--- src/rtl/lsu_mem_stage_if.sv ---
// Data-memory request/response bus between the LSU and the memory.
// master = LSU side, slave = memory side.
interface lsu_mem_stage_if #(
  parameter int ADDR_W = 32,
  parameter int XLEN   = 32
);
  logic              mem_req_valid;
  logic              mem_req_ready;
  logic [ADDR_W-1:0] mem_req_addr;
  logic              mem_req_wen;
  logic [XLEN-1:0]   mem_req_wdata;
  logic [3:0]        mem_req_wmask;
  logic              mem_rsp_valid;
  logic [XLEN-1:0]   mem_rsp_rdata;

  modport master (
    output mem_req_valid, mem_req_addr, mem_req_wen,
    output mem_req_wdata, mem_req_wmask,
    input  mem_req_ready, mem_rsp_valid, mem_rsp_rdata
  );

  modport slave (
    input  mem_req_valid, mem_req_addr, mem_req_wen,
    input  mem_req_wdata, mem_req_wmask,
    output mem_req_ready, mem_rsp_valid, mem_rsp_rdata
  );
endinterface

--- src/rtl/lsu_mem_stage.sv ---
// Memory-access stage: runs one load/store at a time against data memory
// and emits a single-cycle writeback beat.
module lsu_mem_stage #(
  parameter int ADDR_W = 32,
  parameter int XLEN   = 32
) (
  input  logic              sys_clk,
  input  logic              sys_rst,
  input  logic              in_valid,
  output logic              in_ready,
  input  logic              in_is_load,
  input  logic              in_is_store,
  input  logic [2:0]        in_funct3,
  input  logic [ADDR_W-1:0] in_addr,
  input  logic [XLEN-1:0]   in_wdata,
  input  logic [XLEN-1:0]   in_alu_result,
  input  logic [4:0]        in_rd,
  input  logic              in_rd_wen,
  lsu_mem_stage_if.master   mem,
  output logic              out_valid,
  output logic [4:0]        gpr_waddr,
  output logic [XLEN-1:0]   gpr_wdata,
  output logic              gpr_wen,
  output logic              out_fault
);

  typedef enum logic [1:0] {
    IDLE, REQ, WAIT_RSP, DONE
  } state_t;

  state_t state, nxt;

  logic              st_r;
  logic [2:0]        funct3_r;
  logic [ADDR_W-1:0] addr_r;
  logic [XLEN-1:0]   wdata_r;
  logic [4:0]        rd_r;
  logic              rd_wen_r;

  logic mem_op, illegal, misalign, fault_in;
  logic take, skip_mem, rsp_hit;

  assign mem_op   = in_is_load | in_is_store;
  assign take     = (state == IDLE) & in_valid;
  assign rsp_hit  = (state == WAIT_RSP) & mem.mem_rsp_valid;

  always_comb begin
    illegal  = 1'b1;
    misalign = 1'b0;
    if (in_is_store)
      illegal = !(in_funct3 inside {3'b000, 3'b001, 3'b010});
    else
      illegal = !(in_funct3 inside
        {3'b000, 3'b001, 3'b010, 3'b100, 3'b101});
    unique case (in_funct3[1:0])
      2'b01:   misalign = in_addr[0];
      2'b10:   misalign = |in_addr[1:0];
      default: misalign = 1'b0;
    endcase
  end

  assign fault_in = mem_op & (illegal | misalign);
  assign skip_mem = !mem_op | fault_in;

  always_ff @(posedge sys_clk or posedge sys_rst) begin
    if (sys_rst) state <= IDLE;
    else         state <= nxt;
  end

  always_comb begin
    nxt = state;
    unique case (state)
      IDLE:     if (in_valid) nxt = skip_mem ? DONE : REQ;
      REQ:      if (mem.mem_req_ready) nxt = WAIT_RSP;
      WAIT_RSP: if (mem.mem_rsp_valid) nxt = DONE;
      DONE:     nxt = IDLE;
      default:  nxt = IDLE;
    endcase
  end

  assign in_ready  = (state == IDLE);
  assign out_valid = (state == DONE);

  // Store lanes are replicated so the memory can pick any byte enable.
  always_comb begin
    mem.mem_req_valid = (state == REQ);
    mem.mem_req_addr  = {addr_r[ADDR_W-1:2], 2'b00};
    mem.mem_req_wen   = st_r;
    mem.mem_req_wdata = wdata_r;
    mem.mem_req_wmask = 4'b1111;
    unique case (funct3_r[1:0])
      2'b00: begin
        mem.mem_req_wdata = {4{wdata_r[7:0]}};
        mem.mem_req_wmask = 4'b0001 << addr_r[1:0];
      end
      2'b01: begin
        mem.mem_req_wdata = {2{wdata_r[15:0]}};
        mem.mem_req_wmask = 4'b0011 << addr_r[1:0];
      end
      default: begin
        mem.mem_req_wdata = wdata_r;
        mem.mem_req_wmask = 4'b1111;
      end
    endcase
    if (!st_r) mem.mem_req_wmask = 4'b0000;
  end

  logic [XLEN-1:0] sh, ld_data;

  always_comb begin
    sh = mem.mem_rsp_rdata >> {addr_r[1:0], 3'b000};
    unique case (funct3_r)
      3'b000:  ld_data = {{24{sh[7]}}, sh[7:0]};
      3'b001:  ld_data = {{16{sh[15]}}, sh[15:0]};
      3'b100:  ld_data = {24'd0, sh[7:0]};
      3'b101:  ld_data = {16'd0, sh[15:0]};
      default: ld_data = sh;
    endcase
  end

  always_ff @(posedge sys_clk or posedge sys_rst) begin
    if (sys_rst) begin
      st_r      <= 1'b0;
      funct3_r  <= '0;
      addr_r    <= '0;
      wdata_r   <= '0;
      rd_r      <= '0;
      rd_wen_r  <= 1'b0;
      gpr_waddr <= '0;
      gpr_wdata <= '0;
      gpr_wen   <= 1'b0;
      out_fault <= 1'b0;
    end else begin
      gpr_wen   <= 1'b0;
      out_fault <= 1'b0;
      if (take) begin
        st_r     <= in_is_store;
        funct3_r <= in_funct3;
        addr_r   <= in_addr;
        wdata_r  <= in_wdata;
        rd_r     <= in_rd;
        rd_wen_r <= in_rd_wen;
      end
      if (take && skip_mem) begin
        gpr_waddr <= in_rd;
        gpr_wdata <= in_alu_result;
        gpr_wen   <= in_rd_wen & !in_is_store & !fault_in & (|in_rd);
        out_fault <= fault_in;
      end
      if (rsp_hit) begin
        gpr_waddr <= rd_r;
        gpr_wdata <= ld_data;
        gpr_wen   <= rd_wen_r & !st_r & (|rd_r);
      end
    end
  end

endmodule

--- src/flat_wrapper.sv ---
// flat-port wrapper written by rule: the top's interface ports become plain ports
module lsu_mem_stage_flat 
#(
  parameter int ADDR_W = 32,
  parameter int XLEN   = 32
)
  (sys_clk, sys_rst, in_valid, in_ready, in_is_load, in_is_store, in_funct3, in_addr, in_wdata, in_alu_result, in_rd, in_rd_wen, out_valid, gpr_waddr, gpr_wdata, gpr_wen, out_fault, mem_mem_req_valid, mem_mem_req_addr, mem_mem_req_wen, mem_mem_req_wdata, mem_mem_req_wmask, mem_mem_req_ready, mem_mem_rsp_valid, mem_mem_rsp_rdata);
  lsu_mem_stage_if #(.ADDR_W(ADDR_W), .XLEN(XLEN)) mem_i ();
  input  logic sys_clk;
  input  logic sys_rst;
  input  logic in_valid;
  output logic in_ready;
  input  logic in_is_load;
  input  logic in_is_store;
  input  logic [2:0] in_funct3;
  input  logic [ADDR_W-1:0] in_addr;
  input  logic [XLEN-1:0] in_wdata;
  input  logic [XLEN-1:0] in_alu_result;
  input  logic [4:0] in_rd;
  input  logic in_rd_wen;
  output logic out_valid;
  output logic [4:0] gpr_waddr;
  output logic [XLEN-1:0] gpr_wdata;
  output logic gpr_wen;
  output logic out_fault;
  output wire logic [$bits(mem_i.mem_req_valid)-1:0] mem_mem_req_valid;
  output wire logic [$bits(mem_i.mem_req_addr)-1:0] mem_mem_req_addr;
  output wire logic [$bits(mem_i.mem_req_wen)-1:0] mem_mem_req_wen;
  output wire logic [$bits(mem_i.mem_req_wdata)-1:0] mem_mem_req_wdata;
  output wire logic [$bits(mem_i.mem_req_wmask)-1:0] mem_mem_req_wmask;
  input wire logic [$bits(mem_i.mem_req_ready)-1:0] mem_mem_req_ready;
  input wire logic [$bits(mem_i.mem_rsp_valid)-1:0] mem_mem_rsp_valid;
  input wire logic [$bits(mem_i.mem_rsp_rdata)-1:0] mem_mem_rsp_rdata;
  assign mem_mem_req_valid = mem_i.mem_req_valid;
  assign mem_mem_req_addr = mem_i.mem_req_addr;
  assign mem_mem_req_wen = mem_i.mem_req_wen;
  assign mem_mem_req_wdata = mem_i.mem_req_wdata;
  assign mem_mem_req_wmask = mem_i.mem_req_wmask;
  assign mem_i.mem_req_ready = mem_mem_req_ready;
  assign mem_i.mem_rsp_valid = mem_mem_rsp_valid;
  assign mem_i.mem_rsp_rdata = mem_mem_rsp_rdata;
  lsu_mem_stage #(.ADDR_W(ADDR_W), .XLEN(XLEN)) u_core (.sys_clk(sys_clk), .sys_rst(sys_rst), .in_valid(in_valid), .in_ready(in_ready), .in_is_load(in_is_load), .in_is_store(in_is_store), .in_funct3(in_funct3), .in_addr(in_addr), .in_wdata(in_wdata), .in_alu_result(in_alu_result), .in_rd(in_rd), .in_rd_wen(in_rd_wen), .mem(mem_i), .out_valid(out_valid), .gpr_waddr(gpr_waddr), .gpr_wdata(gpr_wdata), .gpr_wen(gpr_wen), .out_fault(out_fault));
endmodule
--- config.mk ---
export PLATFORM = sky130hd
export DESIGN_NAME = lsu_mem_stage_flat
export DESIGN_NICKNAME = d
export VERILOG_FILES = /design/src/rtl/lsu_mem_stage_if.sv /design/src/rtl/lsu_mem_stage.sv /design/src/flat_wrapper.sv
export SDC_FILE = /design/constraint.sdc
export NUM_CORES = 1
export LEC_CHECK = 0
export CAP_MARGIN = 20
export CORE_AREA = 2 2 143 103
export CTS_BUF_LIST = sky130_fd_sc_hd__clkbuf_8 sky130_fd_sc_hd__clkbuf_16
export CTS_CLUSTER_DIAMETER = 60
export DETAILED_ROUTE_END_ITERATION = 8
export DIE_AREA = 0 0 145 105
export HOLD_SLACK_MARGIN = 0.08
export PLACE_DENSITY = 0.83
export SLEW_MARGIN = 20
export SYNTH_ARGS = -nofsm -noshare
export SYNTH_HDL_FRONTEND = slang
export SYNTH_SLANG_ARGS = --single-unit
--- constraint.sdc ---
create_clock -name sys_clk -period 8.8 [get_ports sys_clk]
set_input_delay 0.88 -clock sys_clk [delete_from_list [all_inputs] [get_ports sys_clk]]
set_output_delay 0.88 -clock sys_clk [all_outputs]
set_load 0.01 [all_outputs]
==> metrics.md <==
| Metric | Value |
|---|---|
| Top cell type by total area after synthesis | dfrtp_1 |
| WP buf/inv | 2 |
| Synth Area in Simple Gates | 9.66% |
| Via/cell ratio | 5.31 |
| Data arrival, critical path | about 2900 ps |
| Core area | 13,700 um2 |
| Clk pin slew, worst setup/hold paths | 60 ps |
| Final setup violation count | 0 |
| RePlAce Congestion | approximately 0.97 |
| Synth Flop Type | dfrtp_1 |
| R2R depth | 7 |
| Initial core utilization | 44.5% |
| Hold Vio Cnt, Final | 0 |
| Antenna cells | 0 |
| Routed wire length per instance | 19.2 um |
| Reg power frac | between 30% and 40% |
| Average cell area after synthesis | 10.8 um2 |
| Clk network pwr share | 19.5% |
| # DRC | 0 |
| Grt ovf | 0 |
| Die X | 145 um |
| Main combinational cell family by area after synthesis | multiplexers |
| Share of the synthesized area in the top cell type | 47.1% |
| Crit path depth | 4 |
| Post-synth cell types | 45 |
| Setup CP Type | flop to output pin |
| Sw Ratio | between 30 and 40% |
| H-Tree Depth | 4 |
| Worst setup SP type | flop |
| Top cells by area, synth | dfrtp_1, mux2_2, buf_4, nand2_1, mux2i_1 |
| Slowest cell on crit path | dfrtp_1 |
| Die Ht | 105 um |
| Reg-to-reg slack, setup | ~6000 ps |
| Initial drt markers | 400 |
| Worst-margin pin slew | 1010 ps |
| Compound-Gate Fraction of Synth Area | 11.0% |
| Post-synth EDFFs | 0 |
| TritonCTS Buffers | 17 |
| Crit share post-route | 42.4% |
| RR Startpoint | u_core.state[1] |
| Pwr dens | 376 nW/um2 |
| CTS-repair resized insts | 0 |
| LEAKAGE | 3.71 nW |
| Synthesized area | 6110 um2 |
| Setup crit end kind | output pin |
| Hold Path Class | flop to flop |
| Share of post-route cells with drive strength above 1 | 19.3% |
| Critical path destination | mem_mem_req_wdata[15] |
| Fmax | ~270 MHz |
| Worst Setup SP | u_core.funct3_r[0] |
| Root Buffer | clkbuf_16 |
| Total Wirelength | 18,500 um |
| Async set-reset flop share out of synthesis | 100% |
| Slew Limit Fails | 0 |
| Net Sw Power | roughly 1.2 mW |
| Largest net degree at the start of global routing | between 70 and 80 |
| Row Count | 36 |
| Clk_lat worst skew | 400 ps |
| Worst slack, placed | 5310 ps |
| Die ar. | 15,200 um2 |
| Clock skew | about 6.7 ps |
| Initial antenna violation count | 0 |
| Via count | 5,130 |
| Min cycle time layout | 3730 ps |
| Worst-case clock buffer depth | 2 |
| Area growth from synthesis to layout | 47.5% |
| Hold_ws | slightly below 500 ps |
| Family with the most delay on the worst path | buffers and inverters |
| Post-Synth Adder-Cell Area | 1.43% |
| Post-CTS Hold Fix Bufs | 0 |
| Final Net Count | 917 |
| Pint | around 2.2 mW |
| Routed Antenna Nets | 0 |
| Clock sink total | between 100 and 150 |
| Port bufs | 252 |
| Multiplexer share of the synthesized area | between 20% and 30% |
| CTS tree | built |
| Worst Slack Setup Final | 5070 ps |
| All-Layer GR Usage | 24.2% |
| TNS Setup | 0 ps |
| Post-route cell area | 9010 um2 |
| Max cap viols | 0 |
| Sequential fraction of the synthesis area | 47.1% |
| Worst R2R End | u_core.gpr_wdata[27] |
| Post-CTS Setup Inserts | 0 |
| RSZ-0062 raised after global routing | no |
| FF+latch count, synth | 115 |
| # IOs | between 200 and 300 |
| Vias in the first global route | between 5,000 and 6,000 |
| IR Drop Worst-Case VDD | ~180 uV |
| Combinational power share | 50.2% |
| Synth Area in XOR/XNOR | 0.143% |
| Critical path's largest stage delay | 650 ps |
| CP max FO | 14 |
| Cell Area, Placed | 8440 um2 |
| Outcome | completed |
| Hpwl dp | 13,600 um |
| Drt pass-1 iters | 5 |
| Slew margin rel. | 32.8% |
| First-pass GRT wire length | roughly 29,000 um |
| YS warnings | 0 |
| WP data required | 7920 ps |
| Cells along the critical path | nor2_1, buf_4, mux2_2, clkdlybuf4s50_1 |
| Synth Instances | 567 |
-- how the worst min path moves through the flow --
| stage | startpoint | slack, ps | cells after the start | endpoint |
|---|---|---|---|---|
| 2_1_floorplan | u_core.rd_wen_r | 470 | 1 | u_core.rd_wen_r |
| 3_3_place_gp | u_core.gpr_wdata[26] | 470 | 1 | u_core.gpr_wdata[26] |
| 3_5_place_dp | u_core.gpr_wdata[24] | 480 | 1 | u_core.gpr_wdata[24] |
| 4_1_cts | u_core.gpr_wdata[24] | 490 | 1 | u_core.gpr_wdata[24] |
| 5_1_grt | u_core.gpr_wdata[24] | 510 | 1 | u_core.gpr_wdata[24] |
| 6_report | u_core.gpr_wdata[24] | 490 | 1 | u_core.gpr_wdata[24] |
-- cell usage after synthesis, drive strengths merged (2+ instances only) --
cell	number
a21boi	2
a21oi	32
a222oi	2
a31oi	14
a32oi	6
and2	3
buf	62
clkbuf	17
dfrtp	115
ha	7
inv	10
mux2	97
mux2i	22
nand2	65
nand3	38
nor2	17
nor2b	3
nor3	2
o21a	4
o21ai	26
o2bb2ai	8
o31ai	2
or4	2
-- registers in the layout, summed over array words and instances, names as in the netlist, 2 cells and up --
name,flops
u_core.gpr_wdata,32
u_core.rd_r,5
u_core.funct3_r,3
u_core.wdata_r,32
u_core.addr_r,32
u_core.state,2
u_core.gpr_waddr,5
-- per-stage QoR --
| stage | power, mW | util (%) | instances |
|---|---|---|---|
| after floorplan | 2.00 | - | 568 |
| after global placement | 2.66 | 61.4 | 937 |
| after detailed placement | 2.73 | 61.4 | 937 |
| after CTS | 3.41 | 65.6 | 967 |
| after global routing | 3.58 | 65.6 | 967 |
| final | 3.39 | 65.6 | 967 |
-- worst register-to-register path, delay by kind of cell (launching register included) --
kind,cells,cell delay (ps)
AND/OR/NAND/NOR,2,970
AO/OA/AOI/OAI,2,500
adder cells (fa/ha/maj),1,290
buffers and inverters,2,490
flip-flops,1,410
-- layout make-up --
type                    count  area, um2
multi-input cells         364       2720
well taps                 190        238
repair buffers            258       2570
flip-flops and latches    115       2880
clock inverters             8       77.6
inverters                  10       40.0
clock buffers              22        494
fillers                  1067       4720
-- per-layer routing --
| layer | GRT usage, % | part of all wire [%] |
|---|---|---|
| met3 | 5.59 | 6.9 |
| met1 | 31.7 | 43 |
| met2 | 39.9 | 49 |
| met4 | 7.71 | 1.8 |
| met5 | 0 | 0 |
-- placed cells by master (no fill, tap or decap), types with 16 or more instances in the layout --
cell,n
a21oi_1,22
clkbuf_16,17
clkdlybuf4s50_1,252
dfrtp_1,114
mux2_2,95
mux2i_1,22
nand2_1,65
nand3_1,38
nor2_1,16
o21ai_0,25
-- cell families after synthesis --
group / after synthesis
AO/OA/AOI/OAI: 101
XOR/XNOR: 1
adder cells (fa/ha/maj): 7
buffers and inverters: 89
flip-flops: 115
multiplexers: 120
other: 1
AND/OR/NAND/NOR: 133
-- power by group through the flow --
| stage | clock network (mW) | registers (mW) | logic [mW] |
|---|---|---|---|
| floorplan | 0 | 0.974 | 1.02 |
| global placement | 0 | 1.01 | 1.66 |
| detailed placement | 0 | 1.03 | 1.70 |
| CTS | 0.676 | 1.02 | 1.71 |
| global route | 0.703 | 1.06 | 1.81 |
| finish | 0.663 | 1.03 | 1.70 |
Power figures use the tool's default switching activity.
